File: src/rtl/inv_cube_seq_if.sv
// inv_cube_seq_if
// Request/response bundle for the inverse-distance-cube unit.
//   in_valid / in_ready         : request handshake (x_dist, y_dist)
//   out_valid / out_ready       : response handshake (inv_distance_cube)
// master: the requester/consumer side. slave: the computing block.
interface inv_cube_seq_if #(
  parameter int XW = 7,
  parameter int YW = 6,
  parameter int OW = 20
);
  logic          in_valid;
  logic          in_ready;
  logic [XW-1:0] x_dist;
  logic [YW-1:0] y_dist;
  logic          out_valid;
  logic          out_ready;
  logic [OW-1:0] inv_distance_cube;

  modport master (
    output in_valid, x_dist, y_dist, out_ready,
    input  in_ready, out_valid, inv_distance_cube
  );

  modport slave (
    input  in_valid, x_dist, y_dist, out_ready,
    output in_ready, out_valid, inv_distance_cube
  );
endinterface

File: src/rtl/inv_cube_seq.sv
// inv_cube_seq
// Sequential scaled inverse cube of the Euclidean distance:
//   s = x^2 + y^2, r = floor(sqrt(s)), D = s*r,
//   result = min(floor(2^SHIFT / D), 2^OW - 1), and 0 when s == 0.
// One request in flight. Fixed latency: out_valid rises RW+SHIFT+4 edges
// after the accept edge, whatever the operands.
// Ports:
//   clk   : rising-edge clock
//   reset : asynchronous, active-high
//   bus   : inv_cube_seq_if.slave (in_valid/in_ready/x_dist/y_dist,
//           out_valid/out_ready/inv_distance_cube)
module inv_cube_seq #(
  parameter int XW    = 7,
  parameter int YW    = 6,
  parameter int OW    = 20,
  parameter int SHIFT = 23
) (
  input  logic          clk,
  input  logic          reset,
  inv_cube_seq_if.slave bus
);
  localparam int SW = ((XW > YW) ? 2 * XW : 2 * YW) + 1;
  localparam int RW = (SW + 1) / 2;
  localparam int DW = SW + RW;
  localparam int CW = $clog2((RW > SHIFT + 1) ? RW : SHIFT + 1);
  localparam int MW = (SHIFT + 1 > OW) ? SHIFT + 1 : OW;

  typedef enum logic [2:0] {
    S_IDLE, S_SQUARE, S_SQRT, S_MUL, S_DIV, S_DONE
  } state_t;

  state_t          r_state, w_next;
  logic [XW-1:0]   r_x;
  logic [YW-1:0]   r_y;
  logic [SW-1:0]   r_s;
  logic [2*RW-1:0] r_sq;     // radicand, consumed two bits per step from the top
  logic [RW:0]     r_rem;    // square-root partial remainder
  logic [RW-1:0]   r_root;
  logic [DW-1:0]   r_d;
  logic [DW:0]     r_p;      // divider partial remainder
  logic [SHIFT:0]  r_q;      // dividend shifts out the top, quotient in the bottom
  logic [CW-1:0]   r_cnt;
  logic            r_out_valid;
  logic [OW-1:0]   r_result;

  function automatic logic [OW-1:0] sat_q(input logic [SHIFT:0] q);
    logic [MW-1:0] qe;
    qe = MW'(q);
    if (qe > MW'({OW{1'b1}})) return {OW{1'b1}};
    return qe[OW-1:0];
  endfunction

  logic [SW-1:0] w_s;
  assign w_s = SW'(r_x) * SW'(r_x) + SW'(r_y) * SW'(r_y);

  // Square-root step: bring down the next bit pair, try subtracting 4*root+1.
  // The compare uses the full width; the difference is known to fit RW+1 bits,
  // so it is taken modulo 2^(RW+1).
  logic [RW+2:0] w_rem_t, w_trial;
  logic          w_sqrt_ge;
  logic [RW:0]   w_rem_new;
  assign w_rem_t   = {r_rem, r_sq[2*RW-1 -: 2]};
  assign w_trial   = {1'b0, r_root, 2'b01};
  assign w_sqrt_ge = (w_rem_t >= w_trial);
  assign w_rem_new = w_sqrt_ge ? (w_rem_t[RW:0] - w_trial[RW:0]) : w_rem_t[RW:0];

  // Divider step: same full-width compare / truncated subtract pattern.
  logic [DW+1:0] w_p_t;
  logic          w_div_ge;
  logic [DW:0]   w_p_new;
  assign w_p_t    = {r_p, r_q[SHIFT]};
  assign w_div_ge = (w_p_t >= (DW+2)'(r_d));
  assign w_p_new  = w_div_ge ? (w_p_t[DW:0] - {1'b0, r_d}) : w_p_t[DW:0];

  always_ff @(posedge clk or posedge reset) begin
    if (reset) r_state <= S_IDLE;
    else       r_state <= w_next;
  end

  always_comb begin
    w_next = r_state;
    case (r_state)
      S_IDLE:   if (bus.in_valid) w_next = S_SQUARE;
      S_SQUARE: w_next = S_SQRT;
      S_SQRT:   if (r_cnt == '0) w_next = S_MUL;
      S_MUL:    w_next = S_DIV;
      S_DIV:    if (r_cnt == '0) w_next = S_DONE;
      S_DONE:   if (r_out_valid && bus.out_ready) w_next = S_IDLE;
      default:  w_next = S_IDLE;
    endcase
  end

  always_ff @(posedge clk or posedge reset) begin
    if (reset) begin
      r_x         <= '0;
      r_y         <= '0;
      r_s         <= '0;
      r_sq        <= '0;
      r_rem       <= '0;
      r_root      <= '0;
      r_d         <= '0;
      r_p         <= '0;
      r_q         <= '0;
      r_cnt       <= '0;
      r_out_valid <= 1'b0;
      r_result    <= '0;
    end else begin
      case (r_state)
        S_IDLE: begin
          if (bus.in_valid) begin
            r_x <= bus.x_dist;
            r_y <= bus.y_dist;
          end
        end
        S_SQUARE: begin
          r_s    <= w_s;
          r_sq   <= (2*RW)'(w_s);
          r_rem  <= '0;
          r_root <= '0;
          r_cnt  <= CW'(RW - 1);
        end
        S_SQRT: begin
          r_sq   <= {r_sq[2*RW-3:0], 2'b00};
          r_rem  <= w_rem_new;
          r_root <= {r_root[RW-2:0], w_sqrt_ge};
          r_cnt  <= r_cnt - CW'(1);
        end
        S_MUL: begin
          r_d   <= DW'(r_s) * DW'(r_root);
          r_p   <= '0;
          r_q   <= (SHIFT+1)'(1) << SHIFT;
          r_cnt <= CW'(SHIFT);
        end
        S_DIV: begin
          r_p   <= w_p_new;
          r_q   <= {r_q[SHIFT-1:0], w_div_ge};
          r_cnt <= r_cnt - CW'(1);
        end
        S_DONE: begin
          // First DONE cycle registers the result; out_valid then holds
          // until the consumer takes it. s == 0 would have divided by zero.
          if (!r_out_valid) begin
            r_out_valid <= 1'b1;
            r_result    <= (r_s == '0) ? '0 : sat_q(r_q);
          end else if (bus.out_ready) begin
            r_out_valid <= 1'b0;
          end
        end
        default: ;
      endcase
    end
  end

  assign bus.in_ready          = (r_state == S_IDLE);
  assign bus.out_valid         = r_out_valid;
  assign bus.inv_distance_cube = r_result;
endmodule
File: src/flat_wrapper.sv
// flat-port wrapper written by rule: the top's interface ports become plain ports
module inv_cube_seq_flat 
#(
  parameter int XW    = 7,
  parameter int YW    = 6,
  parameter int OW    = 20,
  parameter int SHIFT = 23
)
  (clk, reset, bus_in_valid, bus_x_dist, bus_y_dist, bus_out_ready, bus_in_ready, bus_out_valid, bus_inv_distance_cube);
  inv_cube_seq_if #(.XW(XW), .YW(YW), .OW(OW)) bus_i ();
  input  logic clk;
  input  logic reset;
  input wire logic [$bits(bus_i.in_valid)-1:0] bus_in_valid;
  input wire logic [$bits(bus_i.x_dist)-1:0] bus_x_dist;
  input wire logic [$bits(bus_i.y_dist)-1:0] bus_y_dist;
  input wire logic [$bits(bus_i.out_ready)-1:0] bus_out_ready;
  output wire logic [$bits(bus_i.in_ready)-1:0] bus_in_ready;
  output wire logic [$bits(bus_i.out_valid)-1:0] bus_out_valid;
  output wire logic [$bits(bus_i.inv_distance_cube)-1:0] bus_inv_distance_cube;
  assign bus_i.in_valid = bus_in_valid;
  assign bus_i.x_dist = bus_x_dist;
  assign bus_i.y_dist = bus_y_dist;
  assign bus_i.out_ready = bus_out_ready;
  assign bus_in_ready = bus_i.in_ready;
  assign bus_out_valid = bus_i.out_valid;
  assign bus_inv_distance_cube = bus_i.inv_distance_cube;
  inv_cube_seq #(.XW(XW), .YW(YW), .OW(OW), .SHIFT(SHIFT)) u_core (.clk(clk), .reset(reset), .bus(bus_i));
endmodule
File: config.mk
export PLATFORM = sky130hd
export DESIGN_NAME = inv_cube_seq_flat
export DESIGN_NICKNAME = d
export VERILOG_FILES = /design/src/rtl/inv_cube_seq_if.sv /design/src/rtl/inv_cube_seq.sv /design/src/flat_wrapper.sv
export SDC_FILE = /design/constraint.sdc
export NUM_CORES = 1
export LEC_CHECK = 0
export ABC_AREA = 1
export BUFFER_PORTS_ARGS = -buffer_cell sky130_fd_sc_hd__buf_4
export CORE_ASPECT_RATIO = 1.4
export CORE_MARGIN = 5
export CORE_UTILIZATION = 48
export CTS_CLUSTER_DIAMETER = 50
export DETAILED_ROUTE_END_ITERATION = 10
export GPL_TIMING_DRIVEN = 0
export HOLD_SLACK_MARGIN = 0.06
export RECOVER_POWER = 50
export REMOVE_ABC_BUFFERS = 1
export SYNTH_ARGS = -nofsm -noshare
export SYNTH_HDL_FRONTEND = slang
export SYNTH_SLANG_ARGS = --single-unit
File: constraint.sdc
create_clock -name clk -period 12.9 [get_ports clk]
set_clock_uncertainty 0.15 [all_clocks]
set_input_delay 2.58 -clock clk [delete_from_list [all_inputs] [get_ports clk]]
set_output_delay 2.58 -clock clk [all_outputs]
set_load 0.01 [all_outputs]
Word level (Yosys, flattened, before mapping)

Index checks and enable logic that the tools add are counted.

Bits in latches: 0
Memories kept: 0
RAM bits: 0
Output and inout bits: 22
Logic and storage cells: 65
Register bits after elaboration: 161
Memory bits (read-only): 0
Input port bits: 17

Shifts and indexed selects: 0
Muxes and demuxes: 21
Add/sub/neg operators: 4
Equal/unequal tests: 9
Multiply operators: 3
Div/mod/pow operators: 0
Order comparisons: 3
Bitwise gates (word level): 1
Reductions and logical operators: 11

Operator list:

| cell                                                            | count |
|---|---|
| one-hot mux 24 bit (2 select lines)                             | 2 |
| two-way mux 20 bit                                              | 3 |
| one-hot mux 16 bit (2 select lines)                             | 1 |
| >= comparator 25 x 23 -> 1 bit                                  | 1 |
| greater-than comparator 24 x 20 -> 1 bit, second input constant | 1 |
| two-way mux 24 bit                                              | 1 |
| subtractor 24 x 23 -> 24 bit                                    | 1 |
| multiplier 15 x 8 -> 23 bit                                     | 1 |
| one-hot mux 3 bit (6 select lines)                              | 1 |
| one-hot mux 9 bit (2 select lines)                              | 1 |
| one-hot mux 8 bit (2 select lines)                              | 1 |
| adder 14 x 12 -> 15 bit                                         | 1 |
| logical NOT 15 bit                                              | 1 |
| one-hot mux 5 bit (3 select lines)                              | 1 |
| multiplier 7 x 7 -> 14 bit                                      | 1 |
| multiplier 6 x 6 -> 12 bit                                      | 1 |
| two-way mux 3 bit                                               | 4 |
| >= comparator 11 x 10 -> 1 bit                                  | 1 |
| two-way mux 9 bit                                               | 1 |
| subtractor 9 bit                                                | 1 |
| equality test 3 x 2 -> 1 bit, second input constant             | 2 |
| equality test 3 bit, second input constant                      | 2 |
| != test 2 x 1 -> 1 bit, second input constant                   | 3 |
| logical NOT 5 bit                                               | 1 |
| other kinds (12)                                                | 18 |

Longest topological paths before layout

Depth after elaboration: 6
Mapped depth: 24
Depth with buffers taken out: 22

Worst setup path before layout

OpenSTA, ideal clock, no wires.

Kind: register to register
From: register u_core.r_y[4]
To: register u_core.r_s[12]
Period minus slack after synthesis: 4.752 ns
Required time: 12.622 ns
Arrival time: 4.475 ns
Cell stages (with the launch flop): 17
Setup time: 0.128 ns
Setup slack: 8.148 ns
Path buffers: 1
Cell sequence: dfrtp_1 clkbuf_1 nand2_1 fa_1 fa_1 inv_1 fa_1 inv_1 fa_1 fa_1 fa_1 nor3_1 nor2_1 o21ai_0 a21oi_1 o21ai_0 nand2_1

Word-level cells in the longest chain between the ends: 2

Ends and longest elaborated chain:

| element                    | RTL line            | RTL |
|---|---|---|
| from (decl)                | inv_cube_seq.sv:34  | `logic [YW-1:0] r_y;` |
| from (signal assigned)     | inv_cube_seq.sv:112 | `r_y <= bus.y_dist;` |
| multiplier 6 x 6 -> 12 bit | inv_cube_seq.sv:54  | `assign w_s = SW'(r_x) * SW'(r_x) + SW'(r_y) * SW'(r_y);` |
| adder 14 x 12 -> 15 bit    | inv_cube_seq.sv:54  |  |
| to (signal assigned)       | inv_cube_seq.sv:116 | `r_s <= w_s;` |
| to (decl)                  | inv_cube_seq.sv:35  | `logic [SW-1:0] r_s;` |

No other way between the ends.
A chain may end at the register's enable or synchronous reset.

Worst setup path in the final report

From: register u_core.r_state[1]
To: register u_core.r_q[22]

Word-level cells in the longest chain between the ends: 2
Elaborated cells on any way between the ends: 4
Those cells by class: 2 x eq/ne; 1 x mux; 1 x reduce/logical

Ends and longest elaborated chain:

| element                                                                          | RTL line            | RTL |
|---|---|---|
| from (decl)                                                                      | inv_cube_seq.sv:32  | `state_t r_state, w_next;` |
| from (signal assigned)                                                           | inv_cube_seq.sv:77  | `else r_state <= w_next;` |
| equality test 3 bit / equality test 3 x 2 -> 1 bit (equally long branches)       | inv_cube_seq.sv:108 | `case (r_state)` |
| one-hot mux 24 bit (2 select lines) / nonzero test 2 bit (equally long branches) | --                  |  |
| to (signal assigned)                                                             | inv_cube_seq.sv:131 | `r_q <= (SHIFT+1)'(1) << SHIFT;` |
| to (signal assigned)                                                             | inv_cube_seq.sv:136 | `r_q <= {r_q[SHIFT-1:0], w_div_ge};` |
| to (decl)                                                                        | inv_cube_seq.sv:41  | `logic [SHIFT:0] r_q;` |

Several ways; a longest one is shown, not always the timed one.

==> flow_metrics.py <==
metrics = {
    "synthesis": {
        "synth-edff-count": 0,
        "avgSynthCellArea_sq_um": 7.32,
        "synth-seq-area-share_pct": 26.5,
        "synthFlopType": "dfrtp_1",
        "synthCells": 2080,
        "synth_top_family_by_area": "adder cells",
        "ys_warn_count": 0,
        "yosys.area_share.simple_pct": 24.9,
        "syn_area_sq_um": 15200,
        "synth.distinct_cells": 45,
        "muxShareOfSynthArea_pct": 0.370,
        "synth-xor-area-share_pct": 1.32,
        "async_flop_share_pct": 100,
        "synth_compound_area_share_pct": 7.65,
        "synth_fa_ha_area_share_pct": 25.0,
        "synth_seq_cells": 161,
    },
    "critical_path": {
        "worstPathRequired_ps": 13060,
        "startpoint_type": "flop",
        "crit_type": "reg2reg",
        "crit_fanout": 37,
        "worstSetupEndpointType": "flop",
        "worstPathArrival_ps": 6430,
    },
    "sta": {
        "final_max_slew_viol_count": 103,
        "tns_ps": 0,
        "rsz0062_at_grt": "false",
        "slew_headroom_pct": -119,
        "final.period_utilization_pct": 48.7,
        "hold_violations": 0,
        "max_freq_mhz": 159,
        "post-route-min-period_ps": 6280,
        "worst_slew_pin_slew_ps": 3260,
        "setup_viol": 0,
    },
    "finish": {
        "final_nets": 2318,
        "area_growth_pct": 7.04,
        "num_antenna_cells": 0,
        "fill_cells": 3147,
        "drive_gt1_share_pct": 6.05,
    },
    "drt": {
        "drc": 0,
        "first_iter_violations": 638,
        "drt-total-wl_mm": 37.1,
        "antenna_left": 0,
        "num_vias": 12600,
        "vias_per_cell": 5.07,
        "firstDrtPassIters": 5,
        "wl_per_cell_microns": 15.0,
    },
    "clock_network": {
        "ctsLongestPathBuffers": 2,
        "cts_max_level": 4,
        "cts_tree": "yes",
        "insertion_delay_ps": 440,
        "cts.clk_slew.worst_paths_ps": 70,
        "numCtsBuffers": 17,
        "cts_root_buf": "clkbuf_16",
        "cts_resized": 0,
        "cts_setup_buffers": 0,
        "hold_buffers": 0,
        "clock-sinks": 161,
    },
    "die": {
        "io_pins": 39,
        "die_w_microns": 160,
        "core_sq_um": 31500,
        "row_count": 77,
        "start_util_pct": 48.3,
        "die_area_sq_um": 35400,
        "die_h_microns": 221,
    },
    "flow_run": {
        "maxCapViolCount": 3,
    },
    "placement": {
        "io_buffers": 38,
        "place.gp.congestion": 0.944,
        "detailed_place_hpwl_mm": 29.2,
    },
    "global_routing": {
        "track_usage_pct": 21.6,
        "grt_pass1_vias": 12800,
        "antenna_found_initial": 0,
        "grt_max_degree": 94,
        "grt_overflow": 0,
        "grt_pass1_wl_mm": 62.4,
    },
    "run_status": {
        "violations": "capacitance limit, slew limit",
        "run_status": "finished with violations",
    },
    "worst_hold_path": {
        "hp-class": "reg2reg",
    },
}
==> cell type report <==
cell class                 instances  area (sq um)  area share (%)
clock buffer                      17           425            2.61
clock inverter                    15           170            1.04
inverter                         492          1850            11.3
multi-input combinational       1356          8990            55.2
sequential                       161          4030            24.7
tap                              395           494            3.03
timing repair buffer              41           332            2.04
==> final timing paths <==
| path | cells after the start | to | slack, ps | startpoint |
|---|---|---|---|---|
| setup / recovery | 7 | u_core.r_q[22] | 6620 | u_core.r_state[1] |
| hold / removal | 2 | u_core.r_sq[0] | 330 | u_core.r_sq[0] |
| setup reg to reg | 7 | u_core.r_q[22] | 6620 | u_core.r_state[1] |
| max in group asynchronous | 2 | u_core.r_sq[6] | 8180 | reset |
| hold reg to reg | 2 | u_core.r_sq[0] | 330 | u_core.r_sq[0] |
| min in group asynchronous | 2 | u_core.r_y[3] | 2930 | reset |
==> per-stage QoR <==
step / cell area, sq um / util (%) / hold WS [ps] / worst slack (ps) / std cells
floorplan: 14900 / - / 292 / 5820 / 2009
global placement: 15700 / 49.8 / 313 / 3860 / 2442
detailed placement: 15700 / 50.0 / 313 / 7630 / 2445
CTS: 16300 / 51.8 / 332 / 7600 / 2477
global route: 16300 / 51.7 / 357 / 5730 / 2477
finish: 16300 / 51.7 / 332 / 6620 / 2477
==> layer usage <==
metal,global-route usage (%),share of wire (%),vias to the layer above
li1,-,-,6312
met1,23.9,39,6022
met2,42.7,56,164
met3,2.12,2.0,52
met4,7.43,2.7,0
met5,0,0,-
==> flip-flops by register name, summed over array words and instances (netlist names) <==
name,count
u_core.r_x,7
u_core.bus.inv_distance_cube,20
u_core.r_p,24
u_core.r_q,24
u_core.r_sq,16
u_core.r_s,15
u_core.r_y,6
u_core.r_root,8
u_core.r_state,3
u_core.r_rem,9
u_core.bus.out_valid,1
u_core.r_cnt,5
u_core.r_d,23
==> logic make-up (layout without fill, tap and decap cells) <==
kind of cell	after synthesis	in the layout
compound gates	209	209
flops	161	161
mux	5	5
simple gates	887	887
buf+inv	563	565
fa+ha+maj	232	232
xor+xnor	23	23
==> synth_stat cells, drive strengths merged, types with 12 or more instances <==
library cell	n	area (sq um)
nand2	606	2320
inv	492	1850
dfrtp	161	4030
nand3	145	761
fa	120	2400
ha	112	1400
o21ai	85	425
nor2	83	339
a21oi	65	337
clkbuf	49	184
o22ai	35	219
buf	22	136
nand4	18	113
xnor2	14	123
nand3b	12	103
nor3	12	87.6
==> layout by cell type, fill, tap and decap left out, types with 17 or more instances in the layout <==
master	count
clkbuf_16	17
a21oi_1	62
fa_1	120
dfrtp_1	161
o22ai_1	35
o21ai_0	83
nand3_1	138
inv_1	479
nand4_1	18
buf_4	37
ha_1	112
nand2_1	592
nor2_1	76
==> critical path, cell delays in order, from the launching register on <==
cell,delay [ps]
dfrtp_1,400
inv_1,70
nor3_1,2400
inv_1,1110
nand2_1,1350
inv_2,410
nand2_1,150
o21ai_0,80
Power is left out: the tool's default activity adds up to more than one toggle a clock period on the data nets, which glitch-free logic cannot reach.
